--- config.mk ---
export PLATFORM = sky130hd
export DESIGN_NAME = sally_bus_arbiter
export DESIGN_NICKNAME = d
export VERILOG_FILES = /design/src/rtl/sally_bus_arbiter.sv
export SDC_FILE = /design/constraint.sdc
export NUM_CORES = 1
export LEC_CHECK = 0
export ABC_AREA = 1
export CAP_MARGIN = 20
export CORE_MARGIN = 2
export CORE_UTILIZATION = 45
export CTS_BUF_LIST = sky130_fd_sc_hd__clkbuf_8
export CTS_CLUSTER_DIAMETER = 80
export DETAILED_ROUTE_END_ITERATION = 8
export PLACE_DENSITY = 0.71
export SYNTH_ARGS = -nofsm -noshare
export SYNTH_HDL_FRONTEND = slang
export SYNTH_SLANG_ARGS = --single-unit
--- constraint.sdc ---
create_clock -name clk_sys -period 2.5 [get_ports clk_sys]
set_input_delay 0.375 -clock clk_sys [delete_from_list [all_inputs] [get_ports clk_sys]]
set_output_delay 0.375 -clock clk_sys [all_outputs]
set_load 0.02 [all_outputs]
--- src/rtl/sally_bus_arbiter.sv ---
// CPU-side responder to MARIA's halt/ready/interrupt handshake: produces the T65 clock enable,
// RDY and NMI, releases the bus only at a read-cycle boundary, and counts stall cycles.
module sally_bus_arbiter #(
   parameter int MAX_WRITES = 3,
   parameter int NMI_HOLD   = 2,
   parameter int CNT_W      = 13
) (
   input  logic             clk_sys,
   input  logic             reset,
   input  logic             pclk0,
   input  logic             pclk1,
   input  logic             halt_b,
   input  logic             ready,
   input  logic             int_b,
   input  logic             cpu_rw,
   input  logic             line_clr,
   output logic             cpu_ce,
   output logic             cpu_rdy,
   output logic             cpu_nmi_n,
   output logic             bus_release,
   output logic [CNT_W-1:0] stall_cycles
);

   localparam int WC_W = (MAX_WRITES < 1) ? 1 : $clog2(MAX_WRITES + 1);
   localparam int NH_W = (NMI_HOLD < 1) ? 1 : $clog2(NMI_HOLD + 1);

   localparam logic [WC_W-1:0] C_MAX_WR = WC_W'(MAX_WRITES);
   localparam logic [WC_W-1:0] C_WR_ONE = WC_W'(1);
   localparam logic [NH_W-1:0] C_NMI_LD = NH_W'(NMI_HOLD);
   localparam logic [NH_W-1:0] C_NMI_ONE = NH_W'(1);
   localparam logic [CNT_W-1:0] C_STALL_ONE = CNT_W'(1);

   typedef enum logic [1:0] {
      ST_RUN,
      ST_DRAIN,
      ST_HALTED,
      ST_RESUME
   } state_t;

   state_t            r_state;
   state_t            w_state_nxt;
   logic [WC_W-1:0]   r_wr_cnt;
   logic [WC_W-1:0]   w_wr_cnt_nxt;
   logic [WC_W-1:0]   w_wr_cnt_inc;
   logic              r_ce;
   logic              r_rdy;
   logic              r_int_q;
   logic [NH_W-1:0]   r_nmi_cnt;
   logic [CNT_W-1:0]  r_stall;

   logic              w_cpu_active;
   logic              w_stalled;
   logic              w_pclk0_only;
   logic              w_int_fall;
   logic              w_stall_inc;

   assign w_cpu_active = (r_state == ST_RUN) || (r_state == ST_DRAIN);
   // A read waits on ready; writes always complete, as on the NMOS part.
   assign w_stalled    = ~ready & cpu_rw;
   assign w_wr_cnt_inc = r_wr_cnt + C_WR_ONE;
   assign w_pclk0_only = pclk0 & ~pclk1;
   assign w_int_fall   = w_pclk0_only & r_int_q & ~int_b;
   assign w_stall_inc  = pclk1 & ((r_state == ST_HALTED) || (r_state == ST_RESUME) ||
                                  (w_cpu_active && w_stalled));

   // NOTE: every variable assigned in always_comb gets a default first, so no path can infer a latch.
   always_comb begin
      w_state_nxt  = r_state;
      w_wr_cnt_nxt = r_wr_cnt;
      if (pclk1) begin
         unique case (r_state)
            ST_RUN: begin
               if (!halt_b) begin
                  if (cpu_rw || (C_WR_ONE >= C_MAX_WR)) begin
                     w_state_nxt  = ST_HALTED;
                     w_wr_cnt_nxt = '0;
                  end else begin
                     w_state_nxt  = ST_DRAIN;
                     w_wr_cnt_nxt = C_WR_ONE;
                  end
               end
            end
            ST_DRAIN: begin
               if (halt_b) begin
                  w_state_nxt  = ST_RUN;
                  w_wr_cnt_nxt = '0;
               end else if (cpu_rw || (w_wr_cnt_inc >= C_MAX_WR)) begin
                  // Read boundary reached, or the RMW/BRK write burst is exhausted.
                  w_state_nxt  = ST_HALTED;
                  w_wr_cnt_nxt = '0;
               end else begin
                  w_wr_cnt_nxt = w_wr_cnt_inc;
               end
            end
            ST_HALTED: begin
               if (halt_b) w_state_nxt = ST_RESUME;
            end
            ST_RESUME: begin
               w_state_nxt = ST_RUN;
            end
            default: begin
               w_state_nxt  = ST_RUN;
               w_wr_cnt_nxt = '0;
            end
         endcase
      end
   end

   // NOTE: sequential state is assigned with non-blocking <= so every register samples pre-edge values.
   always_ff @(posedge clk_sys) begin
      if (reset) begin
         r_state  <= ST_RUN;
         r_wr_cnt <= '0;
         r_ce     <= 1'b0;
         r_rdy    <= 1'b1;
      end else begin
         r_state  <= w_state_nxt;
         r_wr_cnt <= w_wr_cnt_nxt;
         r_ce     <= pclk1 & w_cpu_active & ~w_stalled;
         if (pclk1 && (r_state != ST_HALTED)) r_rdy <= ready;
      end
   end

   // NMI hold only counts executed CPU cycles, so a halt never shortens it.
   always_ff @(posedge clk_sys) begin
      if (reset) begin
         r_int_q   <= 1'b1;
         r_nmi_cnt <= '0;
      end else begin
         if (w_pclk0_only) r_int_q <= int_b;
         if (w_int_fall) begin
            r_nmi_cnt <= C_NMI_LD;
         end else if (r_ce && (r_nmi_cnt != '0)) begin
            r_nmi_cnt <= r_nmi_cnt - C_NMI_ONE;
         end
      end
   end

   always_ff @(posedge clk_sys) begin
      if (reset) begin
         r_stall <= '0;
      end else if (line_clr) begin
         r_stall <= '0;
      end else if (w_stall_inc && (r_stall != '1)) begin
         r_stall <= r_stall + C_STALL_ONE;
      end
   end

   assign cpu_ce       = r_ce;
   assign cpu_rdy      = r_rdy;
   assign cpu_nmi_n    = (r_nmi_cnt == '0);
   assign bus_release  = (r_state == ST_HALTED);
   assign stall_cycles = r_stall;

endmodule

==> results of run 1 <==
## metrics by stage
stage,utilization,hold slack (ns),power [mW],cells
finish,0.608,0.493,0.733,235
global route,0.608,0.521,0.774,235
CTS,0.608,0.491,0.739,235
detailed placement,0.586,0.473,0.489,231
global placement,0.586,0.454,0.484,231
floorplan,-,0.437,0.444,176
## worst max-delay path: cells and delay by family (launching register included)
kind	cells	cell delay, ns
buf+inv	2	0.73
flops	1	0.35
simple gates	1	0.19
## routing by layer
layer	global-route usage	vias to the layer above	wire, microns
li1	-	635	-
met1	0.264	577	1340
met2	0.351	36	1310
met3	0.0355	4	145
met4	0.117	0	27
met5	0	-	0
## logic make-up after synthesis
group / share of synthesized area
simple gates: 0.356
fa+ha+maj: 0.0325
flops: 0.382
xor+xnor: 0.0152
buf+inv: 0.0748
compound gates: 0.140
## final cells by class
type | instances | area (sq um) | area share
Inverter | 20 | 75.1 | 0.0503
Clock buffer | 4 | 55.1 | 0.0369
Tap cell | 30 | 37.5 | 0.0251
Multi-Input combinational cell | 133 | 627 | 0.420
Sequential cell | 22 | 440 | 0.295
Timing Repair Buffer | 26 | 258 | 0.173
## worst max path at each step
| stage | end | slack [ns] | cells after the start |
|---|---|---|---|
| 2_1_floorplan | stall_cycles[6] | 0.99 | 9 |
| 3_3_place_gp | stall_cycles[11] | 0.68 | 7 |
| 3_5_place_dp | stall_cycles[9] | 0.58 | 7 |
| 4_1_cts | bus_release | 0.61 | 3 |
| 5_1_grt | bus_release | 0.50 | 3 |
| 6_report | bus_release | 0.60 | 3 |
## flip-flops by register name, indices dropped and copies added (netlist names)
signal	cells
cpu_rdy	1
r_int_q	1
stall_cycles	13
r_wr_cnt	2
r_state	2
cpu_ce	1
r_nmi_cnt	2
## placed cells by master, fill, tap and decap left out, types with 2 or more instances in the layout
master,instances
a21oi_1,18
clkbuf_8,4
clkdlybuf4s50_1,25
dfxtp_1,22
ha_1,3
inv_1,18
inv_2,2
nand2_1,38
nand2_2,2
nand3_1,15
nand4_1,4
nor2_1,35
nor3_1,2
o21ai_0,8
xor2_1,2
## power breakdown
part / switching [mW] / internal [mW]
sequential: 0.00952 / 0.363
combinational: 0.0619 / 0.0466
clock: 0.112 / 0.140
==> results.py, run 1 <==
metrics = {
    "logic_synthesis": {
        "synth_edf_count": 0,
        "synth-seq-area-share": 0.382,
        "yosysTopAreaCell": "dfxtp_1",
        "synth_ff_type": "dfxtp_1",
        "yosys-top-cells-area": "dfxtp_1 38%, nand2_1 12%, nor2_1 11%",
        "netlist_instances": 176,
        "synth_nets": 188,
        "synth.most_common_cell": "nand2_1",
        "synth_top_area_share": 0.382,
        "yosysUniqueCellTypes": 20,
        "ys.warnings.count": 0,
        "synth_seq_cells": 22,
        "async_reset_ff_frac": 0,
        "synth.cell_area_sq_mm": 0.00115,
        "avgSynthCellArea_sq_um": 6.55,
        "yosys-top-cells-count": "38 x nand2_1, 35 x nor2_1, 22 x dfxtp_1",
    },
    "worst_setup_path": {
        "critical_path_class": "reg -> out",
        "worstPathMaxFanout": 9,
        "max_stage_delay_ns": 0.65,
        "start_kind": "register",
        "crit_arrival_ns": 1.52,
        "crit_required_ns": 2.12,
        "worstRegToRegCells": 9,
        "reg2reg_slack_ns": 0.73,
        "worst_path_max_delay_cell": "clkdlybuf4s50_1",
        "worstPathCellList": "inv_2, nor2_1, clkdlybuf4s50_1",
        "worstSetupStartpoint": "r_state[1]",
        "worst_r2r_startpoint": "stall_cycles[0]",
        "critical_path.endpoint_type": "output pin",
        "r2r_end": "stall_cycles[9]",
    },
    "clocking": {
        "post-cts-setup-buffers": 0,
        "cts-root-buf": "clkbuf_8",
        "holdBufCountCts": 0,
        "ctsResizeCount": 0,
        "cts_buffers": 3,
        "clk_path_buf_depth": 2,
        "tritoncts": "built",
        "htreeDepth": 1,
        "clkSinkCount": 22,
        "clk_latency_ns": 0.26,
        "path_clk_slew_ns": 0.08,
    },
    "sta": {
        "fin_ws_ns": 0.604,
        "drv_slew": 0,
        "slew_headroom": 0.735,
        "grt_setup_unrepaired": "false",
        "min_period_ns": 1.90,
        "setup_viol": 0,
        "tns_ns": 0,
        "worst_slew_pin_slew_ns": 0.395,
        "timing.final.crit_share": 0.758,
        "fmaxAchievable_mhz": 527,
        "hold_viol": 0,
        "fin_skew_ns": 0.00143,
    },
    "floorplan": {
        "ios": 26,
        "die_area_sq_mm": 0.00298,
        "die_height_microns": 54.6,
        "start_util": 0.470,
        "core.rowCount": 18,
        "core_sq_mm": 0.00245,
        "fp.dieW_microns": 54.6,
    },
    "detailed_routing": {
        "routed_via_density": 5.33,
        "dr.pass1.iters": 4,
        "drtIter0Drc": 31,
        "ant_nets": 0,
        "drc_errors": 0,
        "avgRoutedWirePerCell_microns": 12.0,
        "finalWirelength_microns": 2820,
        "vias": 1252,
    },
    "job": {
        "maxCapViolCount": 0,
    },
    "final_layout": {
        "area.growth.synth_to_final_pct": 29.4,
        "drive_gt1_frac": 0.0488,
        "fillCellCount": 240,
        "finalNetCount": 218,
        "diodes": 0,
        "design_area_sq_mm": 0.00149,
    },
    "global_route": {
        "track_usage": 0.214,
        "grt_pass1_wl_microns": 4670,
        "grt_max_degree": 13,
        "first_global_vias": 1132,
        "overflow": 0,
        "antenna_found_initial": 0,
    },
    "placement": {
        "detailed_place.area_sq_mm": 0.00144,
        "post-place-ws_ns": 0.585,
        "gp_congestion": 0.847,
        "dpl.hpwl_microns": 2090,
        "io_buffers": 25,
    },
    "worst_hold_path": {
        "whs_path_depth": 2,
        "min-delay-start": "r_nmi_cnt[0]",
        "hold_class": "reg -> reg",
        "worst_hold_path.endpoint": "r_nmi_cnt[0]",
    },
    "status": {
        "status": "completed",
    },
    "pwr": {
        "leakage_nw": 0.583,
        "power_per_cell_area_mw_per_mm2": 491,
        "peakVddDrop_mv": 0.282,
    },
}
Power figures use the tool's default switching activity.
==> inputs of run 2 (changes only) <==
==> constraint.sdc (replaced) <==
create_clock -name clk_sys -period 1.8 [get_ports clk_sys]
set_input_delay 0.27 -clock clk_sys [delete_from_list [all_inputs] [get_ports clk_sys]]
set_output_delay 0.27 -clock clk_sys [all_outputs]
set_load 0.02 [all_outputs]
==> run 2 against run 1 <==
  * Critical path depth unchanged
  * Sequential share of layout area about the same
  * Worst setup slack lost 0.49 ns
  * Combinational power grew 37%
  * Register-to-register slack worse by 0.51 ns
  * Final cell count unchanged
  * Sequential power up 38%
  * Worst hold slack got worse by 0.0032 ns
  * Utilization is 0.10 points higher
  * Routed wire length is 7.1% lower
  * Flip-flop and latch count unchanged
  * Die area unchanged
  * Critical endpoint is now cpu_nmi_n
==> results.py, run 2 (synthesized netlist as in run 1, its figures left out) <==
metrics = {
    "final_layout": {
        "utilization": 0.609,
        "layout_commonest_cell": "nand2_1",
        "finalNetCount": 218,
        "diodes": 0,
        "final_cell_mix": "38 x nand2_1, 35 x nor2_1, 24 x clkdlybuf4s50_1",
        "area.growth.synth_to_final_pct": 29.6,
        "largest_register_ffs": 13,
        "drive_gt1_frac": 0.0488,
        "stdcell_count": 235,
    },
    "worst_setup_path": {
        "r2r_end": "stall_cycles[0]",
        "worstPathMaxFanout": 3,
        "worstPathCellList": "inv_1, ha_1, clkdlybuf4s50_1",
        "crit_required_ns": 1.53,
        "worstSetupStartpoint": "r_nmi_cnt[0]",
        "worstRegToRegCells": 9,
        "critical_path_class": "reg -> out",
        "reg2reg_slack_ns": 0.22,
        "crit_family": "buffers and inverters",
        "worst_path_max_delay_cell": "clkdlybuf4s50_1",
        "crit_arrival_ns": 1.41,
        "max_stage_delay_ns": 0.60,
        "worst_r2r_startpoint": "stall_cycles[1]",
        "critical_path.endpoint_type": "output pin",
        "path_buf_inv": 2,
        "start_kind": "register",
    },
    "placement": {
        "post-place-ws_ns": 0.0112,
        "gp_congestion": 0.788,
        "io_buffers": 25,
        "dpl.hpwl_microns": 2040,
        "dp_cells": 231,
    },
    "global_route": {
        "track_usage": 0.211,
        "grt_max_degree": 13,
        "antenna_found_initial": 0,
        "grt_pass1_wl_microns": 4620,
        "overflow": 0,
        "first_global_vias": 1165,
    },
    "clocking": {
        "clk_path_buf_depth": 2,
        "cts-root-buf": "clkbuf_8",
        "htreeDepth": 1,
        "clk_latency_ns": 0.26,
        "path_clk_slew_ns": 0.08,
        "cts_buffers": 3,
        "clkSinkCount": 22,
        "tritoncts": "built",
        "holdBufCountCts": 0,
    },
    "worst_hold_path": {
        "min-delay-start": "r_nmi_cnt[0]",
        "worst_hold_path.endpoint": "r_nmi_cnt[0]",
        "whs_path_depth": 2,
        "hold_class": "reg -> reg",
    },
    "status": {
        "status": "completed",
    },
    "pwr": {
        "peakVddDrop_mv": 0.663,
        "leakage_nw": 0.599,
        "total_power_mw": 1.02,
        "power_per_cell_area_mw_per_mm2": 683,
    },
    "sta": {
        "fin_ws_ns": 0.115,
        "worst_slew_pin_slew_ns": 0.599,
        "grt_setup_unrepaired": "false",
        "drv_slew": 0,
        "hold_viol": 0,
        "min_period_ns": 1.68,
        "slew_headroom": 0.599,
        "fin_skew_ns": 0.000948,
        "setup_viol": 0,
        "fmaxAchievable_mhz": 594,
        "tns_ns": 0,
        "timing.final.crit_share": 0.936,
    },
    "detailed_routing": {
        "dr.pass1.iters": 4,
        "finalWirelength_microns": 2620,
        "drtIter0Drc": 22,
        "routed_via_density": 5.16,
        "vias": 1212,
        "drc_errors": 0,
        "avgRoutedWirePerCell_microns": 11.2,
        "ant_nets": 0,
    },
    "floorplan": {
        "start_util": 0.470,
        "core_sq_mm": 0.00245,
        "core.rowCount": 18,
        "ios": 26,
        "fp.dieW_microns": 54.6,
        "die_height_microns": 54.6,
        "die_area_sq_mm": 0.00298,
    },
    "job": {
        "maxCapViolCount": 0,
    },
}
==> run 2: cell types whose count changed in the layout (fill, tap and decap cells not counted) <==
cell and delta:
clkdlybuf4s50_1 -1, dlymetal6s2s_1 +1
==> run 2: repair_timing <==
item                       4_1_cts  5_1_grt
setup endpoints to repair        0        1
buffers inserted                 0        0
resized for setup                0        1
==> run 2: per-stage QoR <==
step	hold slack, ns	area (sq um)
final	0.490	1500
after global placement	0.463	1440
after detailed placement	0.481	1440
after global routing	0.528	1500
after floorplan	0.339	1150
after CTS	0.500	1490
==> run 2: cell type report <==
cell class	count	area, sq um
clock buffer	4	55.1
fill	225	960
inverter	20	75.1
multi-input combinational	133	627
sequential	22	440
tap	30	37.5
timing repair buffer	26	260
==> run 2: power by group <==
part	internal, mW	total (mW)	switching, mW
clock network	0.195	0.356	0.161
logic	0.0637	0.149	0.0855
registers	0.504	0.516	0.0117
total	0.763	1.02	0.258
==> run 2: worst max-delay path by stage <==
stage	to	slack [ns]	cells after the start
2_1_floorplan	stall_cycles[6]	0.29	9
3_3_place_gp	stall_cycles[11]	0.08	7
3_5_place_dp	stall_cycles[9]	0.01	7
4_1_cts	bus_release	0.02	3
5_1_grt	stall_cycles[0]	0.03	9
6_report	cpu_nmi_n	0.12	3
==> run 2: tightest hold or removal path, delay by kind of cell (launching register included) <==
kind	cells	cell delay (ns)
flip-flops	1	0.30
AO/OA/AOI/OAI	1	0.07
buffers and inverters	1	0.08
==> run 2: routing by layer <==
| layer | track usage | vias up | share of wire | routed length (microns) |
|---|---|---|---|---|
| met4 | 0.0375 | 0 | 0.0072 | 19 |
| li1 | - | 630 | - | - |
| met3 | 0.0683 | 4 | 0.076 | 199 |
| met5 | 0 | - | 0 | 0 |
| met2 | 0.387 | 36 | 0.46 | 1200 |
| met1 | 0.237 | 542 | 0.46 | 1200 |
==> inputs of run 3 (changes only) <==
--- a/config.mk
+++ b/config.mk
@@ -7,12 +7,11 @@
 export LEC_CHECK = 0
 export ABC_AREA = 1
 export CAP_MARGIN = 20
-export CORE_MARGIN = 2
-export CORE_UTILIZATION = 45
+export CORE_UTILIZATION = 55
 export CTS_BUF_LIST = sky130_fd_sc_hd__clkbuf_8
 export CTS_CLUSTER_DIAMETER = 80
 export DETAILED_ROUTE_END_ITERATION = 8
-export PLACE_DENSITY = 0.71
+export PLACE_DENSITY = 0.84
 export SYNTH_ARGS = -nofsm -noshare
 export SYNTH_HDL_FRONTEND = slang
 export SYNTH_SLANG_ARGS = --single-unit
==> constraint.sdc (replaced) <==
create_clock -name clk_sys -period 2.15 [get_ports clk_sys]
set_input_delay 0.3225 -clock clk_sys [delete_from_list [all_inputs] [get_ports clk_sys]]
set_output_delay 0.3225 -clock clk_sys [all_outputs]
set_load 0.02 [all_outputs]
==> run 3 against run 2 <==
  * Worst hold slack improved by 0.0062 ns
  * Via count increased by 1.2%
  * Final area decreased by 1.3%
  * Sequential share of layout area increased by 0.40 points
  * Largest power group unchanged
  * Power decreased by 20%
==> results.py, run 3 (synthesized netlist as in run 1, its figures left out) <==
metrics = {
    "sta": {
        "timing.final.crit_share": 0.880,
        "grt_setup_unrepaired": "false",
        "fmaxAchievable_mhz": 528,
        "setup_viol": 0,
        "drv_slew": 0,
        "worst_slew_pin_slew_ns": 0.443,
        "tns_ns": 0,
        "slew_headroom": 0.704,
        "min_period_ns": 1.89,
        "hold_viol": 0,
        "fin_skew_ns": 0.000934,
    },
    "worst_setup_path": {
        "reg2reg_slack_ns": 0.44,
        "worstRegToRegCells": 9,
        "critical_path_class": "reg -> out",
        "crit_required_ns": 1.83,
        "r2r_end": "stall_cycles[1]",
        "worstSetupStartpoint": "r_state[1]",
        "worstPathMaxFanout": 9,
        "crit_arrival_ns": 1.57,
        "worst_r2r_startpoint": "stall_cycles[0]",
        "crit_path_end": "bus_release",
        "start_kind": "register",
        "critical_path.endpoint_type": "output pin",
    },
    "floorplan": {
        "core_sq_mm": 0.00196,
        "ios": 26,
        "die_area_sq_mm": 0.00228,
        "core.rowCount": 16,
        "start_util": 0.588,
        "die_height_microns": 47.8,
        "fp.dieW_microns": 47.8,
    },
    "clocking": {
        "cts-root-buf": "clkbuf_8",
        "clk_path_buf_depth": 2,
        "clk_latency_ns": 0.26,
        "tritoncts": "built",
        "cts_buffers": 3,
        "clkSinkCount": 22,
        "path_clk_slew_ns": 0.07,
        "htreeDepth": 1,
        "ctsResizeCount": 0,
        "post-cts-setup-buffers": 0,
        "holdBufCountCts": 0,
    },
    "pwr": {
        "pwr-share-seq": 0.533,
        "leakage_nw": 0.576,
        "p_int_uw": 602,
        "power_frac_comb": 0.156,
        "power_frac_clock": 0.311,
        "switchingPower_uw": 211,
        "peakVddDrop_mv": 0.430,
        "swShare": 0.260,
        "power_per_cell_area_mw_per_mm2": 551,
    },
    "global_route": {
        "track_usage": 0.248,
        "antenna_found_initial": 0,
        "grt_max_degree": 12,
        "first_global_vias": 1036,
        "overflow": 0,
        "grt_pass1_wl_microns": 3920,
    },
    "detailed_routing": {
        "avgRoutedWirePerCell_microns": 11.4,
        "ant_nets": 0,
        "routed_via_density": 5.31,
        "vias": 1227,
        "drc_errors": 0,
        "finalWirelength_microns": 2630,
        "dr.pass1.iters": 4,
        "drtIter0Drc": 37,
    },
    "status": {
        "status": "completed",
    },
    "placement": {
        "io_buffers": 25,
        "gp_congestion": 0.840,
        "dpl.hpwl_microns": 2050,
    },
    "final_layout": {
        "register_area_sq_um": 440,
        "drive_gt1_frac": 0.0441,
        "fillCellCount": 153,
        "utilization": 0.752,
        "diodes": 0,
        "layout_commonest_cell": "nand2_1",
        "multiInputGateArea_sq_um": 627,
        "final_cell_mix": "38 x nand2_1, 35 x nor2_1, 25 x clkdlybuf4s50_1",
        "area.growth.synth_to_final_pct": 27.9,
        "largest_register_ffs": 13,
        "finalNetCount": 218,
    },
    "worst_hold_path": {
        "hold_class": "reg -> reg",
        "whs_path_depth": 2,
    },
    "job": {
        "maxCapViolCount": 0,
    },
}
[run 3: cell count changes in the layout (fill, tap and decap cells not counted)]
cell / previous run / this run
clkbuf_8: 4 / 3
dlymetal6s2s_1: 1 / 0
clkdlybuf4s50_1: 24 / 25
[run 3: worst min-delay path by stage]
| stage | start | end | slack, ns |
|---|---|---|---|
| after floorplan | reset | r_nmi_cnt[1] | 0.39 |
| after global placement | r_int_q | r_int_q | 0.46 |
| after detailed placement | r_nmi_cnt[0] | r_nmi_cnt[0] | 0.49 |
| after CTS | r_nmi_cnt[0] | r_nmi_cnt[0] | 0.50 |
| after global routing | r_nmi_cnt[0] | r_nmi_cnt[0] | 0.53 |
| final | r_nmi_cnt[0] | r_nmi_cnt[0] | 0.50 |
[run 3: power groups by stage]
stage | registers (mW) | logic, mW | clock network, mW
6_report | 0.433 | 0.127 | 0.253
5_1_grt | 0.435 | 0.141 | 0.272
4_1_cts | 0.433 | 0.128 | 0.259
3_5_place_dp | 0.443 | 0.127 | 0
3_3_place_gp | 0.442 | 0.120 | 0
2_1_floorplan | 0.446 | 0.0705 | 0
[run 3: area by class of cell]
type                    count  area share
multi-input cells         133       0.425
flip-flops and latches     22       0.299
repair buffers             26       0.175
inverters                  20      0.0509
clock buffers               3      0.0280
well taps                  27      0.0229
[run 3: metrics by stage]
| step | area (sq um) | total power [mW] | instances | setup slack (ns) | hold WS [ns] |
|---|---|---|---|---|---|
| after floorplan | 1150 | 0.517 | 176 | 0.641 | 0.392 |
| after global placement | 1430 | 0.561 | 228 | 0.379 | 0.459 |
| after detailed placement | 1430 | 0.570 | 228 | 0.301 | 0.489 |
| after CTS | 1480 | 0.820 | 231 | 0.263 | 0.500 |
| after global routing | 1480 | 0.849 | 231 | 0.158 | 0.527 |
| final | 1480 | 0.813 | 231 | 0.257 | 0.496 |
[run 3: metal layers]
layer / track usage / vias up / part of all wire
met1: 0.256 / 536 / 0.43
met5: 0 / - / 0
li1: - / 636 / -
met2: 0.459 / 50 / 0.49
met4: 0.144 / 0 / 0.022
met3: 0.0491 / 5 / 0.061
[run 3: worst max-delay path, cell delays in order (launching register included)]
cell and delay (ns):
dfxtp_1 0.35, inv_2 0.08, nor2_1 0.22, clkdlybuf4s50_1 0.66
